===== config.mk =====
export PLATFORM = sky130hd
export DESIGN_NAME = matmul_result_drain
export DESIGN_NICKNAME = d
export VERILOG_FILES = /design/src/rtl/matmul_drain_pkg.sv /design/src/rtl/matmul_result_drain_fifo.sv /design/src/rtl/matmul_result_drain.sv
export SDC_FILE = /design/constraint.sdc
export NUM_CORES = 1
export LEC_CHECK = 0
export BUFFER_PORTS_ARGS = -buffer_cell sky130_fd_sc_hd__buf_4
export CORE_AREA = 2 2 170 172
export CTS_BUF_LIST = sky130_fd_sc_hd__clkbuf_4
export DETAILED_ROUTE_END_ITERATION = 16
export DIE_AREA = 0 0 172 174
export SLEW_MARGIN = 15
export SYNTH_ARGS = -nofsm -noshare
export SYNTH_HDL_FRONTEND = slang
export SYNTH_HIERARCHICAL = 1
export SYNTH_SLANG_ARGS = --single-unit

===== constraint.sdc =====
create_clock -name clk -period 3.1 [get_ports clk]
set_input_delay 0.31 -clock clk [delete_from_list [all_inputs] [get_ports clk]]
set_output_delay 0.31 -clock clk [all_outputs]
set_load 0.01 [all_outputs]

===== src/rtl/matmul_drain_pkg.sv =====
// Shared types and constants for the C-matrix result drain.
package matmul_drain_pkg;

  localparam int DWIDTH            = 8;
  localparam int MAT_MUL_SIZE      = 8;
  localparam int AWIDTH            = 11;
  localparam int ADDR_STRIDE_WIDTH = 8;
  localparam int ROW_IDX_W         = 3;
  localparam int FIFO_DEPTH        = 2;

  typedef enum logic [1:0] {
    ST_IDLE  = 2'd0,
    ST_RUN   = 2'd1,
    ST_FLUSH = 2'd2,
    ST_DONE  = 2'd3
  } drain_state_e;

  // Index of the highest set bit of a row mask; the row that carries m_last.
  function automatic logic [ROW_IDX_W-1:0] highest_row(input logic [MAT_MUL_SIZE-1:0] mask);
    highest_row = '0;
    for (int r = 0; r < MAT_MUL_SIZE; r++) begin
      if (mask[r]) highest_row = ROW_IDX_W'(r);
    end
  endfunction

endpackage


===== src/rtl/matmul_result_drain_fifo.sv =====
// Two-entry FIFO with registered head outputs and an occupancy count.
module drain_fifo2
  import matmul_drain_pkg::*;
#(
  parameter int EW = 68
) (
  input  logic          clk,
  input  logic          resetn,
  input  logic          push,
  input  logic [EW-1:0] push_data,
  input  logic          pop,
  output logic [EW-1:0] head_data,
  output logic          head_valid,
  output logic [1:0]    count
);

  logic [EW-1:0] head_q, head_d;
  logic [EW-1:0] tail_q, tail_d;
  logic [1:0]    count_q, count_d;
  logic          pop_ok;

  assign pop_ok     = pop && (count_q != 2'd0);
  assign head_data  = head_q;
  assign head_valid = (count_q != 2'd0);
  assign count      = count_q;

  // Next entry contents and occupancy for every push/pop combination.
  always_comb begin
    // NOTE: every variable gets a default first so no path leaves it unassigned and infers a latch.
    head_d  = head_q;
    tail_d  = tail_q;
    count_d = count_q;
    unique case ({push, pop_ok})
      2'b10: begin
        if (count_q == 2'd0) head_d = push_data;
        else                 tail_d = push_data;
        count_d = count_q + 2'd1;
      end
      2'b01: begin
        head_d  = tail_q;
        count_d = count_q - 2'd1;
      end
      2'b11: begin
        if (count_q == 2'(FIFO_DEPTH)) begin
          head_d = tail_q;
          tail_d = push_data;
        end else begin
          head_d = push_data;
        end
      end
      default: ;
    endcase
  end

  // Entry and count registers.
  always_ff @(posedge clk) begin
    if (!resetn) begin
      // NOTE: the entries are reset because the head entry drives m_data, which must read 0 out of reset.
      head_q  <= '0;
      tail_q  <= '0;
      count_q <= '0;
    end else begin
      head_q  <= head_d;
      tail_q  <= tail_d;
      count_q <= count_d;
    end
  end

endmodule


===== src/rtl/matmul_result_drain.sv =====
// Reads result matrix C row by row from the C BRAM and streams the masked-in
// rows on a valid/ready interface, with credit-based flow control into a
// two-entry output FIFO.
module matmul_result_drain
  import matmul_drain_pkg::*;
#(
  parameter int DWIDTH            = matmul_drain_pkg::DWIDTH,
  parameter int MAT_MUL_SIZE      = matmul_drain_pkg::MAT_MUL_SIZE,
  parameter int AWIDTH            = matmul_drain_pkg::AWIDTH,
  parameter int ADDR_STRIDE_WIDTH = matmul_drain_pkg::ADDR_STRIDE_WIDTH
) (
  input  logic                           clk,
  input  logic                           resetn,
  input  logic                           start,
  input  logic [AWIDTH-1:0]              base_addr,
  input  logic [ADDR_STRIDE_WIDTH-1:0]   addr_stride,
  input  logic [MAT_MUL_SIZE-1:0]        row_mask,
  input  logic                           clear_done,
  output logic                           busy,
  output logic                           done,
  output logic [AWIDTH-1:0]              bram_addr_c_ext,
  input  logic [MAT_MUL_SIZE*DWIDTH-1:0] bram_rdata_c_ext,
  output logic [MAT_MUL_SIZE*DWIDTH-1:0] bram_wdata_c_ext,
  output logic [MAT_MUL_SIZE-1:0]        bram_we_c_ext,
  output logic                           m_valid,
  input  logic                           m_ready,
  output logic [MAT_MUL_SIZE*DWIDTH-1:0] m_data,
  output logic [2:0]                     m_row_idx,
  output logic                           m_last
);

  localparam int EW = MAT_MUL_SIZE*DWIDTH + 4;
  localparam logic [2:0] LAST_ROW = 3'(MAT_MUL_SIZE-1);

  drain_state_e state_q, state_d;

  logic [MAT_MUL_SIZE-1:0]      mask_q, mask_d;
  logic [ADDR_STRIDE_WIDTH-1:0] stride_q, stride_d;
  logic [AWIDTH-1:0]            addr_q, addr_d;
  logic [AWIDTH-1:0]            last_addr_q, last_addr_d;
  logic [2:0]                   row_q, row_d;
  logic [2:0]                   last_row_q, last_row_d;
  logic                         inflight_q, inflight_d;
  logic [2:0]                   infl_row_q, infl_row_d;
  logic                         infl_last_q, infl_last_d;

  logic [1:0]    fifo_count;
  logic          pop;
  logic          row_sel;
  logic          credit_ok;
  logic          rd_issue;
  logic          row_adv;
  logic [EW-1:0] head_data;

  assign pop     = m_valid && m_ready;
  assign row_sel = mask_q[row_q];
  // fifo_count + inflight - pop < 2, rearranged so nothing underflows.
  assign credit_ok = ({1'b0, fifo_count} + {2'b00, inflight_q}) < (3'd2 + {2'b00, pop});
  assign rd_issue  = (state_q == ST_RUN) && row_sel && credit_ok;
  assign row_adv   = (state_q == ST_RUN) && (!row_sel || credit_ok);

  // The read port sees the current row address only while a read is issued.
  assign bram_addr_c_ext  = rd_issue ? addr_q : last_addr_q;
  assign bram_wdata_c_ext = '0;
  assign bram_we_c_ext    = '0;

  // State register.
  always_ff @(posedge clk) begin
    // NOTE: sequential state uses non-blocking assignments so all flops update from pre-edge values.
    if (!resetn) state_q <= ST_IDLE;
    else         state_q <= state_d;
  end

  // Next-state logic.
  always_comb begin
    state_d = state_q;
    unique case (state_q)
      ST_IDLE:  if (start) state_d = (row_mask != '0) ? ST_RUN : ST_DONE;
      ST_RUN:   if (row_adv && (row_q == LAST_ROW)) state_d = ST_FLUSH;
      ST_FLUSH: if ((fifo_count == 2'd0) && !inflight_q) state_d = ST_DONE;
      ST_DONE:  if (clear_done) state_d = ST_IDLE;
      default:  state_d = ST_IDLE;
    endcase
  end

  // Status outputs decoded from the state.
  always_comb begin
    busy = (state_q == ST_RUN) || (state_q == ST_FLUSH);
    done = (state_q == ST_DONE);
  end

  // Row walk: latch the job on start, advance the accumulating address per row.
  always_comb begin
    mask_d      = mask_q;
    stride_d    = stride_q;
    addr_d      = addr_q;
    last_addr_d = last_addr_q;
    row_d       = row_q;
    last_row_d  = last_row_q;
    if ((state_q == ST_IDLE) && start) begin
      mask_d     = row_mask;
      stride_d   = addr_stride;
      addr_d     = base_addr;
      row_d      = '0;
      last_row_d = highest_row(row_mask);
    end
    if (row_adv) begin
      addr_d = addr_q + AWIDTH'(stride_q);
      row_d  = row_q + 3'd1;
    end
    if (rd_issue) last_addr_d = addr_q;
    inflight_d  = rd_issue;
    infl_row_d  = row_q;
    infl_last_d = (row_q == last_row_q);
  end

  // Job and read-tracking registers.
  always_ff @(posedge clk) begin
    if (!resetn) begin
      mask_q      <= '0;
      stride_q    <= '0;
      addr_q      <= '0;
      last_addr_q <= '0;
      row_q       <= '0;
      last_row_q  <= '0;
      inflight_q  <= 1'b0;
      infl_row_q  <= '0;
      infl_last_q <= 1'b0;
    end else begin
      mask_q      <= mask_d;
      stride_q    <= stride_d;
      addr_q      <= addr_d;
      last_addr_q <= last_addr_d;
      row_q       <= row_d;
      last_row_q  <= last_row_d;
      inflight_q  <= inflight_d;
      infl_row_q  <= infl_row_d;
      infl_last_q <= infl_last_d;
    end
  end

  drain_fifo2 #(.EW(EW)) u_fifo (
    .clk        (clk),
    .resetn     (resetn),
    .push       (inflight_q),
    .push_data  ({bram_rdata_c_ext, infl_row_q, infl_last_q}),
    .pop        (pop),
    .head_data  (head_data),
    .head_valid (m_valid),
    .count      (fifo_count)
  );

  assign m_data    = head_data[EW-1:4];
  assign m_row_idx = head_data[3:1];
  assign m_last    = head_data[0];

endmodule


### After elaboration in Yosys (flattened, before gate mapping)

Index checks and enable logic that the tools add are counted.

| storage, ports and cells | value |
|---|---|
| flip-flop bits (word level) | 189 |
| input port bits | 96 |
| output and inout bits | 154 |
| logic and storage cells | 87 |

| cells by class | value |
|---|---|
| $add $sub $neg | 6 |
| $lt $le $gt $ge | 2 |
| equal/unequal tests | 16 |
| multiplexer cells | 27 |
| reductions and logical operators | 23 |

Operators with widths:

| cell | count |
|---|---|
| $mux W68 | 4 |
| $pmux W68 S3 | 1 |
| $pmux W68 S2 | 1 |
| $mux W11 | 3 |
| $mux W3 | 8 |
| $add A11 B8 Y11 | 1 |
| $eq A2 B2 Y1 const B | 5 |
| $mux W2 | 5 |
| $ne A2 B2 Y1 const B | 5 |
| $logic_and A1 B1 Y1 | 8 |
| $pmux W2 S4 | 1 |
| $reduce_bool A2 Y1 | 4 |
| $reduce_bool A8 Y1 | 1 |
| $eq A2 B1 Y1 const B | 2 |
| $logic_not A2 Y1 | 2 |
| $lt A3 B4 Y1 const B | 1 |
| $ne A2 B1 Y1 const B | 2 |
| $pmux W2 S2 | 1 |
| $reduce_and A4 Y1 | 1 |
| $add A2 B1 Y3 | 1 |
| $add A2 B1 Y3 const A | 1 |
| $add A3 B1 Y3 const B | 1 |
| $bmux W1 S3 | 1 |
| $eq A3 B3 Y1 | 1 |
| other kinds (10) | 13 |

### Depth between registers and ports, before layout

| depth | value |
|---|---|
| depth in word-level cells | 9 |
| depth in mapped cells | 16 |
| gate-level depth less buffers | 9 |

### Hierarchy

The synthesis kept the hierarchy.

Modules (own cells, without submodules):

| module | times used | cells an instance | area each (µm²) | sequential area each (µm²) |
|---|---|---|---|---|
| drain_fifo2 | 1 | 752 | 6516.2 | 2762.6 |
| matmul_result_drain | 1 | 382 | 3156.8 | 1021.0 |

### Worst setup path before layout

No wires, ideal clock.

| path | value |
|---|---|
| path kind | flip-flop to flip-flop |
| from | register u_fifo.count_q[1] (netlist: u_fifo/count[1]) |
| to | register u_fifo.tail_q[58] |
| library setup time | 0.070 ns |
| arrival | 3.082 ns |
| data required time | 3.030 ns |
| setup slack | -0.052 ns |
| cell stages (with the launch flop) | 16 |
| path buffers | 7 |
| period minus slack after synthesis | 3.152 ns |
| path through | dfxtp_1 buf_6 nor2_1 clkinv_1 clkbuf_1 and2_1 o21a_1 buf_2 clkbuf_1 ha_1 nor2b_1 clkbuf_1 clkbuf_1 clkbuf_1 o211ai_1 a21oi_1 |

| on the way | value |
|---|---|
| cells in the longest elaborated chain, start to end | 6 |
| elaborated cells on any way between the ends | 12 |
| those cells by class | eq/ne (5); mux (1); reduce/logical (6) |

Ends and longest elaborated chain:

| what | line | text |
|---|---|---|
| start, declared | matmul_result_drain_fifo.sv:19 | `logic [1:0] count_q, count_d;` |
| start signal, assigned | matmul_result_drain_fifo.sv:65 | `count_q <= count_d;` |
| $reduce_bool A2 Y1 (*) | matmul_result_drain_fifo.sv:24 | `assign head_valid = (count_q != 2'd0);` |
| net m_valid | matmul_result_drain.sv:25 | `output logic m_valid,` |
| $logic_and A1 B1 Y1 (*) | matmul_result_drain.sv:55 | `assign pop = m_valid && m_ready;` |
| net pop | matmul_result_drain.sv:48 | `logic pop;` |
| $logic_and A1 B1 Y1 (*) | matmul_result_drain_fifo.sv:22 | `assign pop_ok = pop && (count_q != 2'd0);` |
| $eq A2 B2 Y1 | matmul_result_drain_fifo.sv:33 | `unique case ({push, pop_ok})` |
| $ne A2 B1 Y1 (no source line), or another cell as far along | -- |  |
| $reduce_and A3 Y1 (no source line) | -- |  |
| end signal, assigned | matmul_result_drain_fifo.sv:64 | `tail_q <= tail_d;` |
| end, declared | matmul_result_drain_fifo.sv:18 | `logic [EW-1:0] tail_q, tail_d;` |

Mark *: on every way through the listed nets, which the timed path passes. The rest lies on a longest branch.
A chain may end at the register's enable or synchronous reset.

### Worst setup path after layout

| path | value |
|---|---|
| from | register u_fifo.count_q[0] (netlist: u_fifo/count[0]) |
| to | output bram_addr_c_ext[6] |

| on the way | value |
|---|---|
| cells in the longest elaborated chain, start to end | 6 |
| elaborated cells on any way between the ends | 7 |
| those cells by class | add/sub (2); order compare (1); mux (1); reduce/logical (3) |

Ends and longest elaborated chain:

| what | line | text |
|---|---|---|
| $reduce_bool A2 Y1 | matmul_result_drain_fifo.sv:24 |  |
| $logic_and A1 B1 Y1 | matmul_result_drain.sv:55 |  |
| $add A2 B1 Y3 | matmul_result_drain.sv:58 | `assign credit_ok = ({1'b0, fifo_count} + {2'b00, inflight_q}) < (3'd2 + {2'b00, pop});` |
| $lt A3 B3 Y1 (*) | matmul_result_drain.sv:58 |  |
| $logic_and A1 B1 Y1 (*) | matmul_result_drain.sv:59 | `assign rd_issue = (state_q == ST_RUN) && row_sel && credit_ok;` |
| $mux W11 (*) | -- |  |
| end, declared | matmul_result_drain.sv:21 | `output logic [AWIDTH-1:0] bram_addr_c_ext,` |

Mark *: on every way between the ends. The rest lies on a longest branch, timed or not.

==> results.py <==
metrics = {
    "worst_setup_path": {
        "cp.required_ps": 2790,
        "ff2ff_setup_slack_ps": 530,
        "rr_startpoint": "u_fifo/count[1]",
        "crit_path_cell_trace": "ha_1 -> nand3b_1 -> a21oi_2 -> nand3_1 -> buf_4 -> mux2_2 -> buf_4",
        "setup.worst_path.end_class": "output pin",
        "worst-setup-path-type": "flop to output pin",
        "reg2reg_depth": 9,
        "cpMaxStageDelayCell": "dfxtp_2",
        "worst_setup_path_start_kind": "flop",
        "crit_arrival_ps": 2580,
        "rr_endpoint": "u_fifo/tail_q[1]",
        "crit_top_cell": "buf_4",
        "critPathBufInv": 2,
        "path_delay_family": "flip-flops",
        "worst-path-max-fanout": 12,
        "slowest_delay_ps": 530,
    },
    "global_route": {
        "grt_first_pass_wirelength_um": 46500,
        "grt_util_met1": 0.247,
        "use_met2": 0.322,
        "grt_max_degree": 95,
        "gr-total-overflow": 0,
        "grtUsageTotal": 0.191,
        "grt_pass1_vias": 8839,
        "grt.busiest_layer": "met2",
        "antenna_found_initial": 1,
        "use_met3": 0.0371,
    },
    "floorplanning": {
        "die_w_um": 172,
        "initial_core_util": 0.343,
        "die_area_sq_um": 29900,
        "die_h_um": 174,
        "ios": 250,
        "rows": 62,
        "coreArea_sq_um": 28200,
    },
    "timing": {
        "finalSetupViolCount": 0,
        "rsz0062_at_grt": "false",
        "timing.setup.tns_ps": 0,
        "skew_ps": 34.1,
        "fmax_mhz": 346,
        "hold_viol_final": 0,
        "post-route-period-util": 0.932,
        "slew_viol_final": 0,
        "tightest_slew_ps": 1060,
        "relSlewSlack": 0.290,
        "min_period_ps": 2890,
        "hold_ws_ps": 78.2,
    },
    "layout": {
        "mostFrequentLayoutCells": "201 x buf_4, 187 x dfxtp_1, 96 x a21oi_1, 86 x dlygate4sd3_1, 76 x nand3_1",
        "final_layout_size_suffix_gt1_frac": 0.218,
        "final_cells": 1711,
        "areaGrowthSynthToFinish_pct": 25.8,
        "final_common_cell": "buf_4",
        "fill_cells": 2824,
        "num-nets-final": 1431,
    },
    "synth": {
        "syn_area_per_cell_sq_um": 8.53,
        "ys_ff_latch": 189,
        "synth-main-ff-cell": "dfxtp_1",
        "netlist_area_sq_um": 9670,
        "synth_area_leaders": "dfxtp_1 39%, buf_4 5.7%, o211ai_1 5.4%, o31ai_1 5.3%, a21oi_1 5.0%",
        "synth_top_area_share": 0.391,
        "synth_edf_count": 0,
        "synthArstFlopShare": 0,
        "syn-instance-count": 1134,
        "synth_area_leader_cell": "dfxtp_1",
        "seq_area_frac_synth": 0.391,
        "synth.distinct_cells": 55,
        "ys_warn_count": 6,
    },
    "clock_tree": {
        "cts_buffer_depth": 2,
        "cts.sinks": 189,
        "cts_root_buf": "clkbuf_4",
        "clk_pin_slew_ps": 160,
        "numCtsBuffers": 17,
        "clock_latency_ps": 580,
        "cts_tree": "yes",
        "h-tree-depth": 4,
    },
    "pwr": {
        "max-vdd-ir-drop_v": 0.000296,
        "p_per_area_nw_per_um2": 459,
        "p_leak_nw": 4.59,
    },
    "route": {
        "ant_nets": 0,
        "wl_per_cell_um": 17.1,
        "drc": 0,
        "drt-pass1-iter-count": 8,
        "routed_wl_um": 29200,
        "viasPerCell": 5.39,
        "via_count": 9228,
        "drt_iter0_drc": 654,
    },
    "place": {
        "gp_congestion": 0.815,
        "io_buffers": 177,
        "dp_hpwl_um": 17500,
        "placed_cells": 1593,
    },
    "job": {
        "maxCapViolations": 0,
    },
    "worst_hold_path": {
        "hp-start": "resetn",
        "whs_endpoint": "addr_q[6]",
        "worstHoldPathType": "input pin to flop",
        "hold_depth": 3,
    },
    "status": {
        "outcome": "completed",
    },
}
## cell type report
| type | count | area (sq um) | area share |
|---|---|---|---|
| multi-input cells | 798 | 5040 | 0.415 |
| clock inverters | 14 | 179 | 0.0147 |
| repair buffers | 293 | 2490 | 0.205 |
| well taps | 384 | 480 | 0.0395 |
| inverters | 15 | 58.8 | 0.00483 |
| flip-flops and latches | 189 | 3790 | 0.311 |
| diodes | 1 | 2.50 | 0.000206 |
| clock buffers | 17 | 128 | 0.0105 |
## report_power, final
group          switching, mW  internal (mW)
Sequential             0.130           2.60
Clock                  0.960          0.508
Combinational          0.770          0.614
## how the worst max path moves through the flow
stage                         start                    to  cells past startpoint
floorplan           u_fifo/count[1]     u_fifo/tail_q[58]                     14
global placement    u_fifo/count[0]  u_fifo/head_data[24]                      8
detailed placement  u_fifo/count[0]     u_fifo/tail_q[44]                      9
CTS                   infl_row_d[1]    bram_addr_c_ext[6]                      8
global route          infl_row_d[1]    bram_addr_c_ext[0]                      8
finish              u_fifo/count[0]    bram_addr_c_ext[6]                      7
## sequential cells by signal, summed over array words and instances, names as in the netlist
name,count
inflight_q,1
mask_q,8
u_fifo/head_data,68
infl_row_d,3
addr_q,11
stride_q,8
last_row_q,3
u_fifo/count,2
infl_row_q,3
infl_last_q,1
u_fifo/tail_q,68
last_addr_q,11
state_q,2
## metrics by stage
stage	setup WS (ps)	total power, mW	area (sq um)	utilization
floorplan	42.7	3.66	9940	-
global placement	517	4.07	11000	0.389
detailed placement	480	4.08	11000	0.389
CTS	37.6	5.64	12200	0.431
global route	26.1	5.90	12200	0.431
finish	211	5.58	12200	0.431
## logic make-up after synthesis
family	Yosys count	synth area share
compound gates	406	0.296
xor+xnor	11	0.00996
fa+ha+maj	21	0.0279
buf+inv	218	0.120
flops	189	0.391
mux	17	0.0193
other cells	1	0.000388
simple gates	271	0.136
## what timing repair did
item	4_1_cts	5_1_grt
hold buffers	86	0
setup buffers	0	0
setup endpoints to repair	11	11
gates resized for setup	1	2
gates cloned	0	0
endpoints found under the hold margin	149	0
## cell usage after synthesis (12+ instances only)
cell type	number
dfxtp_1	189
clkbuf_1	106
a21oi_1	97
nand3_1	76
o21ai_0	75
buf_4	74
nor3_1	72
o211ai_1	69
o31ai_1	68
nand2_1	63
a311oi_1	54
nor2_1	21
a311oi_2	20
ha_1	20
and2_1	17
buf_2	14
inv_1	13
mux2_2	12
## worst min-delay path, cell delays in order
cell	delay, ps
buf_4	190
nand2_1	80
a21oi_1	40
## metal layers
metal  up-vias  wire [um]
met2       306      14300
met3        20       1580
met5         -          0
met4         0        381
met1      4462      13000
li1       4440          -
(Power assumes the default switching activity.)
